===== config.mk =====
export PLATFORM = sky130hd
export DESIGN_NAME = msg_uart_tx
export DESIGN_NICKNAME = d
export VERILOG_FILES = /design/src/rtl/msg_uart_tx.sv
export SDC_FILE = /design/constraint.sdc
export NUM_CORES = 1
export LEC_CHECK = 0
export ABC_AREA = 1
export CAP_MARGIN = 20
export CORE_ASPECT_RATIO = 0.5
export CORE_MARGIN = 2
export CORE_UTILIZATION = 55
export CTS_CLUSTER_DIAMETER = 30
export DETAILED_ROUTE_END_ITERATION = 12
export GPL_ROUTABILITY_DRIVEN = 1
export PLACE_DENSITY_LB_ADDON = 0.1
export RECOVER_POWER = 100
export SETUP_SLACK_MARGIN = 0.3
export SLEW_MARGIN = 20
export SYNTH_ARGS = -nofsm -noshare
export SYNTH_HDL_FRONTEND = slang
export SYNTH_SLANG_ARGS = --single-unit

===== constraint.sdc =====
create_clock -name clk -period 4.6 [get_ports clk]
set_input_delay 0.92 -clock clk [delete_from_list [all_inputs] [get_ports clk]]
set_output_delay 0.92 -clock clk [all_outputs]
set_load 0.005 [all_outputs]

===== src/rtl/msg_uart_tx.sv =====
// msg_uart_tx: latches a 1..MAX_BYTES message and sends it byte-by-byte as
// UART frames on txd. Supports repeat with an idle gap, and abort.
// Optional macro MSG_UART_TX_PARITY_EN adds an even-parity bit to each frame,
// giving 11 bit-times per frame instead of 10.
module msg_uart_tx #(
    parameter int unsigned CLK_HZ    = 100_000_000,
    parameter int unsigned BIT_RATE  = 9_600,
    parameter int unsigned MAX_BYTES = 16,
    parameter int unsigned GAP_BITS  = 2,
    localparam int unsigned LEN_W    = $clog2(MAX_BYTES + 1)
) (
    input  logic                   clk,
    input  logic                   reset,
    input  logic                   start,
    input  logic [8*MAX_BYTES-1:0] msg_data,
    input  logic [LEN_W-1:0]       msg_len,
    input  logic                   repeat_en,
    input  logic                   abort,
    output logic                   txd,
    output logic                   busy,
    output logic                   byte_done,
    output logic                   msg_done,
    output logic [LEN_W-1:0]       byte_idx
);

    localparam int unsigned CPB     = CLK_HZ / BIT_RATE;
    localparam int unsigned GAP_CYC = GAP_BITS * CPB;
    localparam int unsigned CNT_MAX = (GAP_CYC > CPB) ? GAP_CYC : CPB;
    localparam int unsigned CNT_W   = (CNT_MAX > 1) ? $clog2(CNT_MAX) : 1;
    localparam int unsigned MSG_W   = 8 * MAX_BYTES;

    typedef enum logic [2:0] {
        IDLE      = 3'd0,
        START_BIT = 3'd1,
        DATA      = 3'd2,
        STOP_BIT  = 3'd3,
        GAP       = 3'd4
`ifdef MSG_UART_TX_PARITY_EN
        , PARITY  = 3'd5
`endif
    } state_t;

    state_t            state_q, state_n;
    logic [CNT_W-1:0]  cnt_q, cnt_n;
    logic [2:0]        bit_q, bit_n;
    logic [LEN_W-1:0]  idx_n;
    logic [LEN_W-1:0]  len_q, len_in;
    logic [MSG_W-1:0]  msg_q;
    logic [7:0]        cur_byte;
    logic              load;
    logic              bit_last;
    logic              gap_last;
    logic              last_byte;
    logic              txd_n;
    logic              byte_done_n;
    logic              msg_done_n;

    // Next-state, counters and next registered outputs
    always_comb begin
        state_n     = state_q;
        cnt_n       = cnt_q + CNT_W'(1);
        bit_n       = bit_q;
        idx_n       = byte_idx;
        load        = 1'b0;
        len_in      = (msg_len > LEN_W'(MAX_BYTES)) ? LEN_W'(MAX_BYTES) : msg_len;
        bit_last    = (cnt_q == CNT_W'(CPB - 1));
        gap_last    = (cnt_q == CNT_W'(GAP_CYC - 1));
        last_byte   = (byte_idx == len_q - LEN_W'(1));
        cur_byte    = 8'h00;
        txd_n       = 1'b1;
        byte_done_n = 1'b0;
        msg_done_n  = 1'b0;

        case (state_q)
            IDLE: begin
                cnt_n = '0;
                idx_n = '0;
                if (start && (msg_len != '0)) begin
                    load    = 1'b1;
                    state_n = START_BIT;
                end
            end
            START_BIT: begin
                if (bit_last) begin
                    state_n = DATA;
                    cnt_n   = '0;
                    bit_n   = 3'd0;
                end
            end
            DATA: begin
                if (bit_last) begin
                    cnt_n = '0;
                    bit_n = bit_q + 3'd1;
                    if (bit_q == 3'd7) begin
`ifdef MSG_UART_TX_PARITY_EN
                        state_n = PARITY;
`else
                        state_n = STOP_BIT;
`endif
                    end
                end
            end
`ifdef MSG_UART_TX_PARITY_EN
            PARITY: begin
                if (bit_last) begin
                    state_n = STOP_BIT;
                    cnt_n   = '0;
                end
            end
`endif
            STOP_BIT: begin
                if (bit_last) begin
                    cnt_n = '0;
                    if (!last_byte) begin
                        state_n = START_BIT;
                        idx_n   = byte_idx + LEN_W'(1);
                    end else if (!repeat_en) begin
                        state_n = IDLE;
                        idx_n   = '0;
                    end else if (GAP_BITS > 0) begin
                        state_n = GAP;
                    end else begin
                        state_n = START_BIT;
                        idx_n   = '0;
                    end
                end
            end
            GAP: begin
                if (gap_last) begin
                    state_n = START_BIT;
                    cnt_n   = '0;
                    idx_n   = '0;
                end
            end
            default: begin
                state_n = IDLE;
                cnt_n   = '0;
                idx_n   = '0;
            end
        endcase

        // Abort wins over any in-flight transition, including the pulse cycle
        if (abort && (state_q != IDLE)) begin
            state_n = IDLE;
            cnt_n   = '0;
            bit_n   = '0;
            idx_n   = '0;
        end

        for (int unsigned i = 0; i < MAX_BYTES; i++) begin
            if (idx_n == LEN_W'(i)) cur_byte = msg_q[MSG_W-1-8*i -: 8];
        end

        case (state_n)
            START_BIT: txd_n = 1'b0;
            DATA:      txd_n = cur_byte[bit_n];
`ifdef MSG_UART_TX_PARITY_EN
            PARITY:    txd_n = ^cur_byte;
`endif
            default:   txd_n = 1'b1;
        endcase

        byte_done_n = (state_n == STOP_BIT) && (cnt_n == CNT_W'(CPB - 1));
        msg_done_n  = byte_done_n && (idx_n == len_q - LEN_W'(1));
    end

    // State, counters, message latch and registered outputs
    always_ff @(posedge clk) begin
        if (reset) begin
            state_q   <= IDLE;
            cnt_q     <= '0;
            bit_q     <= '0;
            len_q     <= '0;
            msg_q     <= '0;
            txd       <= 1'b1;
            busy      <= 1'b0;
            byte_done <= 1'b0;
            msg_done  <= 1'b0;
            byte_idx  <= '0;
        end else begin
            state_q   <= state_n;
            cnt_q     <= cnt_n;
            bit_q     <= bit_n;
            byte_idx  <= idx_n;
            txd       <= txd_n;
            busy      <= (state_n != IDLE);
            byte_done <= byte_done_n;
            msg_done  <= msg_done_n;
            if (load) begin
                msg_q <= msg_data;
                len_q <= len_in;
            end
        end
    end

endmodule


==> results_tabular.tex <==
\begin{tabular}{lr}
\hline
Metric & Value \\
\hline
\multicolumn{2}{l}{\textbf{Routing}} \\
\quad Antenna viol nets, final & 0 \\
\quad Detail-routed net length per standard cell & 14.3 um \\
\quad Number of remaining DRC errors & 0 \\
\quad Drt first-iter violations & 529 \\
\quad Ratio of routed vias to standard cells & 5.29 \\
\quad Total wire length after detailed routing & 21.0 mm \\
\quad Via count & 7,809 \\
\quad Router iterations before antenna repair & 5 \\
\multicolumn{2}{l}{\textbf{Finish}} \\
\quad Most frequent cells in the layout & 275 x nor2\_1, 163 x nand2\_1, 163 x dfxtp\_1, 140 x o21ai\_0, 136 x clkdlybuf4s50\_1 \\
\quad Commonest non-fill, non-tap cell in the layout & nor2\_1 \\
\quad Diode insertion count for antenna repair & 0 \\
\quad Layout net count & 1,416 \\
\quad Area growth from synthesis to layout & 26.6\% \\
\quad Filler cell count & 1,163 \\
\quad Core occupancy in the finished layout & 0.726 \\
\quad Share of final-layout standard cells stronger than drive strength 1 & 0.0879 \\
\multicolumn{2}{l}{\textbf{Hold path}} \\
\quad WHS Path Cells & 2 \\
\quad Type of the tightest min-delay check & register to register \\
\quad Startpoint of the tightest hold check path & msg\_q[13] \\
\quad Worst hold endpoint & msg\_q[13] \\
\multicolumn{2}{l}{\textbf{Yosys}} \\
\quad Part of the Yosys area used for sequential elements & 0.412 \\
\quad Number of instances in the synthesized netlist & 1,152 \\
\quad Total of warnings raised by yosys & 0 \\
\quad Post-synthesis cell type count & 46 \\
\quad Net count after synthesis & 1,296 \\
\quad Combined area of all synthesized cells & 0.00792 mm2 \\
\quad Share of flip-flops with an asynchronous set or reset & 0 \\
\quad Average cell area after synthesis & 6.87 um2 \\
\quad Synthesized flop and latch total & 163 \\
\quad Top flip-flop cell by instance count after synthesis & dfxtp\_1 \\
\quad Number of enable-type register cells in the synthesized netlist & 0 \\
\multicolumn{2}{l}{\textbf{Critical path}} \\
\quad Most common cell type on the critical path & nand2\_1 \\
\quad Cells on worst reg2reg path & 30 \\
\quad Critical path data arrival time & 4.36 ns \\
\quad Critical path capture point type & register \\
\quad Worst Path Class, Setup & register to register \\
\quad Required time of the critical path & 4.92 ns \\
\quad Crit path max fanout & 8 \\
\quad Crit path largest cell delay & 0.39 ns \\
\quad Reg2reg end & txd \\
\quad R2R Path Start & len\_q[0] \\
\quad Cell with the largest stage delay on the worst path & dfxtp\_1 \\
\quad Setup slack, reg-to-reg & 0.56 ns \\
\quad Setup crit start kind & register \\
\multicolumn{2}{l}{\textbf{Power and ir drop}} \\
\quad Power density over the cells & 348 mW/mm2 \\
\quad Power share of the combinational group & 0.132 \\
\quad Static power due to leakage & 4.11 nW \\
\quad Switch Pwr & 0.977 mW \\
\quad Power, Total & 3.49 mW \\
\quad Sw Ratio & 0.280 \\
\quad Reg power frac & 0.452 \\
\quad Internal power & 2.51 mW \\
\quad Clock power frac & 0.416 \\
\quad Worst IR Drop VDD & 0.362 mV \\
\multicolumn{2}{l}{\textbf{Clock tree}} \\
\quad Post-cts sizing count & 0 \\
\quad Clock buffer depth & 2 \\
\quad Clock buffer count from CTS & 17 \\
\quad Clk\_lat worst skew & 0.43 ns \\
\quad Clock tree from TritonCTS & done \\
\quad Max H-tree Level & 4 \\
\quad CTS sink count & 163 \\
\quad Setup Fix Bufs, Post-CTS & 0 \\
\quad Post-CTS Hold Buffers & 0 \\
\quad Clock transition at the registers of the reported paths & 0.07 ns \\
\quad Clock Root Buffer & clkbuf\_16 \\
\multicolumn{2}{l}{\textbf{Floorplanning}} \\
\quad Boundary Pins & 147 \\
\quad Site row count & 30 \\
\quad Die H & 88.8 um \\
\quad Initial core utilization & 0.573 \\
\quad Die extent in x & 174 um \\
\quad Floorplan Core Area & 0.0138 mm2 \\
\quad Die outline area & 0.0154 mm2 \\
\multicolumn{2}{l}{\textbf{Outcome}} \\
\quad Failing checks & capacitance limit, slew limit \\
\quad Run status & complete, but fails checks \\
\multicolumn{2}{l}{\textbf{STA}} \\
\quad Fmax & 248 MHz \\
\quad Clk\_skew & 0.00891 ns \\
\quad Worst-case headroom to the max-slew limit & -0.533 \\
\quad RSZ-0062 raised after global routing & false \\
\quad Total negative slack for setup checks & 0 ns \\
\quad Post-route fraction of the period consumed by the critical path & 0.878 \\
\quad Max-slew violation total from the final report & 167 \\
\quad Final hold violation count & 0 \\
\quad Final worst path period need & 4.04 ns \\
\quad Setup violators final & 0 \\
\quad Pin slew with the least headroom to its limit & 2.30 ns \\
\multicolumn{2}{l}{\textbf{Placed design}} \\
\quad Port bufs & 146 \\
\quad Final HPWL from detailed placement & 15.6 mm \\
\quad Last weighted congestion value of the routability-driven placer & 0.903 \\
\multicolumn{2}{l}{\textbf{GRT}} \\
\quad Via count of the first global-routing pass & 7,103 \\
\quad Global-route usage over all layers & 0.278 \\
\quad Grt ovf & 0 \\
\quad Wire length of the first global-routing pass & 33.9 mm \\
\quad Maximum number of pins on one net before global-route repair & 167 \\
\quad Antenna violations before repair & 0 \\
\multicolumn{2}{l}{\textbf{Run}} \\
\quad Max cap viols & 1 \\
\hline
\end{tabular}
==> state kept, by name, summed over array words and instances, names as in the netlist <==
| name | cells |
|---|---|
| bit_q | 3 |
| busy | 1 |
| byte_done | 1 |
| byte_idx | 5 |
| cnt_q | 15 |
| len_q | 5 |
| msg_done | 1 |
| msg_q | 128 |
| state_q | 3 |
| txd | 1 |
==> metrics by stage <==
step	area [um2]	setup WS, ns	hold slack [ns]	cells
after global placement	9470	0.778	0.436	1445
after CTS	10100	0.753	0.454	1477
final	10000	0.561	0.455	1477
after detailed placement	9470	0.769	0.442	1445
after global routing	10000	0.263	0.478	1477
after floorplan	7920	1.67	0.425	1152
==> metal layers <==
layer,part of all wire,vias to the layer above,global-route usage
li1,-,3949,-
met1,0.48,3602,0.375
met2,0.46,238,0.472
met3,0.056,20,0.0537
met4,0.010,0,0.0619
met5,0,-,0
==> cells by family after synthesis <==
logic type,after synthesis,share of synthesized area
AOI/OAI and AO/OA,200,0.132
xor gates and xnor gates,17,0.0188
adders and majority gates,6,0.00948
buffers and inverters,164,0.0811
DFF,163,0.412
and+or+nand+nor,602,0.346
==> worst max path at each step <==
stage,from,endpoint,slack (ns),cells past startpoint
2_1_floorplan,len_q[0],txd,1.67,28
3_5_place_dp,abort,txd,0.77,22
6_report,len_q[0],txd,0.56,30
3_3_place_gp,abort,txd,0.78,22
4_1_cts,len_q[0],txd,0.75,30
5_1_grt,msg_len[1],len_q[2],0.26,8
==> critical path: cells and delay by family, from the launching register on <==
family | cells | cell delay (ns)
simple gates | 27 | 3.08
buf+inv | 2 | 0.11
fa+ha+maj | 1 | 0.34
flops | 1 | 0.39
==> cell type report <==
cell class | count | area [um2] | area share
multi-input cells | 825 | 3990 | 0.398
repair buffers | 151 | 1500 | 0.149
flip-flops and latches | 163 | 3260 | 0.325
clock inverters | 15 | 179 | 0.0178
clock buffers | 17 | 425 | 0.0424
well taps | 192 | 240 | 0.0240
inverters | 114 | 433 | 0.0432
==> Yosys cell counts, types with 2 or more instances <==
library cell	count	area [um2]
nor2_2	10	62.6
nand4_1	26	163
nor2_1	274	1030
nand3_2	7	70.1
nand2_4	9	101
buf_2	2	10.0
inv_4	2	12.5
or2_1	3	18.8
nand3_1	64	320
inv_2	24	90.1
nor3_1	11	55.1
inv_1	87	327
nand2_2	8	50.1
clkbuf_1	44	165
o21ai_0	140	701
ha_1	6	75.1
or2_0	6	37.5
xor2_1	16	140
nor3_2	2	20.0
nor4_1	3	18.8
or2_2	3	18.8
a21oi_1	48	240
buf_6	2	22.5
dfxtp_1	163	3260
nand2_1	162	608
nor2_4	8	90.1
o211ai_1	3	22.5
==> power by group through the flow <==
stage                     logic (mW)  registers, mW  clock network, mW
after detailed placement       0.461           1.61                  0
final                          0.461           1.58               1.45
after CTS                      0.465           1.58               1.46
after global routing           0.521           1.59               1.53
after floorplan                0.269           1.59                  0
after global placement         0.450           1.61                  0
Note: power is estimated with default switching activity, not from simulation.
==> variant: new RTL, same settings <==
Add a define of `MSG_UART_TX_PARITY_EN`.
--- a/src/rtl/msg_uart_tx.sv
+++ b/src/rtl/msg_uart_tx.sv
@@ -2,6 +2,8 @@
 // UART frames on txd. Supports repeat with an idle gap, and abort.
 // Optional macro MSG_UART_TX_PARITY_EN adds an even-parity bit to each frame,
 // giving 11 bit-times per frame instead of 10.
+`define MSG_UART_TX_PARITY_EN
+
 module msg_uart_tx #(
     parameter int unsigned CLK_HZ    = 100_000_000,
     parameter int unsigned BIT_RATE  = 9_600,
Formal check against the unedited RTL: same outputs for any inputs over 10 cycles, from zero or initial values and one cycle with reset high; that may be too few to reach the edited logic, so the function may still have changed.
==> variant against the unedited design <==
The run still ends with capacitance limit, slew limit left; hold slack improved by 0.0012 ns; cell area increased by 3.6%; sequential cell count did not move; non-clock buffer count up 2; routed wire length is 6.8% higher; synthesized area is 3.6% higher; combinational power up 13%; core utilization is 0.98 points lower; setup slack got worse by 0.068 ns; power increased by 0.95%; synthesized cell count grew 6.9%; final cell count is 6.0% higher; via count grew 6.2%; critical path type unchanged; critical endpoint unchanged; largest power group unchanged; highest routed layer unchanged.
==> variant: results (changes against the unedited design) <==
** Outcome
- Run status :: finished with violations
- Failing checks :: capacitance limit, slew limit

** Finish
- Layout cells sized above 1 :: 8.77% (-0.022 points)
- Fill count :: 1209 (+4.0%)
- Final net count :: 1500 (+5.9%)

** Synthesis
- Number of distinct library cells after synthesis :: 45 (-2.2%)
- The register area share after synthesis came to 39.8% (-1.4 points).
- Synth cell count leaders :: sky130_fd_sc_hd__nor2_1 (305), sky130_fd_sc_hd__nand2_1 (208), sky130_fd_sc_hd__dfxtp_1 (163)
- The net count of the mapped netlist was 1376 (+6.2%).
- Xor/xnor share of the synthesized area :: 1.07% (-0.81 points)
- The cell count after synthesis was 1232 (+6.9%).
- Synthesized-area fraction occupied by adder cells :: 0.915% (-0.033 points)
- Top area cells in the synthesized netlist :: sky130_fd_sc_hd__dfxtp_1 (40%), sky130_fd_sc_hd__nor2_1 (14%), sky130_fd_sc_hd__nand2_1 (9.5%)

** Global routing
- Global routing met1 resource utilization :: 39.2% (+1.7 points)
- The number of global-route vias before repair was 7542 (+6.2%).
- The maximum number of pins on one net before global-route repair was 130 (-22%).
- Global Route met2 Usage :: 44.8% (-2.4 points)
- First-pass GRT wire length :: 36100 um (+6.3%)

** Detailed routing
- Average wire per cell in the routed design :: 14.4 um (+0.75%)
- The met1 wire length was 10600 um (+5.1%).
- First-iteration detailed-routing DRC count :: 633 (+20%)
- The number of iterations in the first detailed-routing pass is 6 (+1).
- The total length of routed met3 wires is 1720 um (+47%).

** Placed design
- Worst-case setup slack after placement :: 0.369 ns (-0.400 ns)
- HPWL Detailed :: 16700 um (+7.1%)
- The routability congestion estimate was 0.940 (+4.2%).

** Power
- The worst vdd rail ir drop was 0.283 mV (-22%).
- Leak pwr :: 4.29 nW (+4.5%)
- The internal power contribution is 2.49 mW (-1.0%).

** Timing
- The total count of max-transition violations in the final report came to 237 (+42%).
- The clock skew after layout was 0.00910 ns (+0.000188 ns).
- The slew at the pin closest to its max-slew limit is 1.85 ns (-0.453 ns).
- Minimum clock period after layout :: 4.11 ns (+0.0677 ns)

** Setup path
- The largest stage delay on the critical path was 0.35 ns (-0.04 ns).
- Data arrival time of the worst path :: 4.44 ns (+0.08 ns)
- In this run the critical register-to-register path is launched from cnt_q[0].
- The worst-path maximum fanout came to 21 (+13).
- Setup slack on the worst flop-to-flop path :: 0.49 ns (-0.07 ns)

** Flow run
- The max capacitance violation total came to 2 (+1).
[variant: changes by cell type in the layout (fill, tap and decap cells not counted), sizes merged, moves of 2 or more]
cell and delta:
nor2 +31, nand4 +4, xor2 -6, clkbuf +2
a21oi +2, o31ai +2, dlygate4sd3 +2, clkdlybuf4s50 -2
o21ai -3, o22ai +2, o211ai -2, nand2 +48
[variant: worst reg2reg max path, delay by kind of cell (launching register included)]
kind	cells	cell delay [ns]
fa+ha+maj	1	0.19
buf+inv	4	0.53
compound gates	2	0.48
simple gates	24	2.46
flops	1	0.35
[variant: power by group through the flow]
stage / clock network, mW / logic, mW / registers, mW
after floorplan: 0 / 0.311 / 1.60
after global placement: 0 / 0.497 / 1.62
after CTS: 1.41 / 0.513 / 1.59
after detailed placement: 0 / 0.510 / 1.62
after global routing: 1.48 / 0.587 / 1.60
final: 1.41 / 0.519 / 1.59
[variant: layout make-up]
class / instances / area share, %
Tap cell: 198 / 2.39
Inverter: 116 / 4.24
Clock buffer: 17 / 4.10
Sequential cell: 163 / 31.4
Clock inverter: 14 / 1.58
Multi-Input combinational cell: 905 / 41.7
Timing Repair Buffer: 153 / 14.6
[variant: repair_timing]
action,4_1_cts,5_1_grt
resized for setup,0,12
buffers inserted,0,2
endpoints found under the setup margin,0,1
[variant: worst min-delay path by stage]
stage                     from          to  slack, ns  cells after the start
finish              msg_q[107]  msg_q[107]       0.46                      2
global route        msg_q[102]  msg_q[102]       0.48                      2
CTS                 msg_q[100]  msg_q[100]       0.46                      2
detailed placement  msg_q[100]  msg_q[100]       0.45                      2
global placement     msg_q[75]   msg_q[75]       0.44                      2
floorplan             msg_q[0]    msg_q[0]       0.43                      2
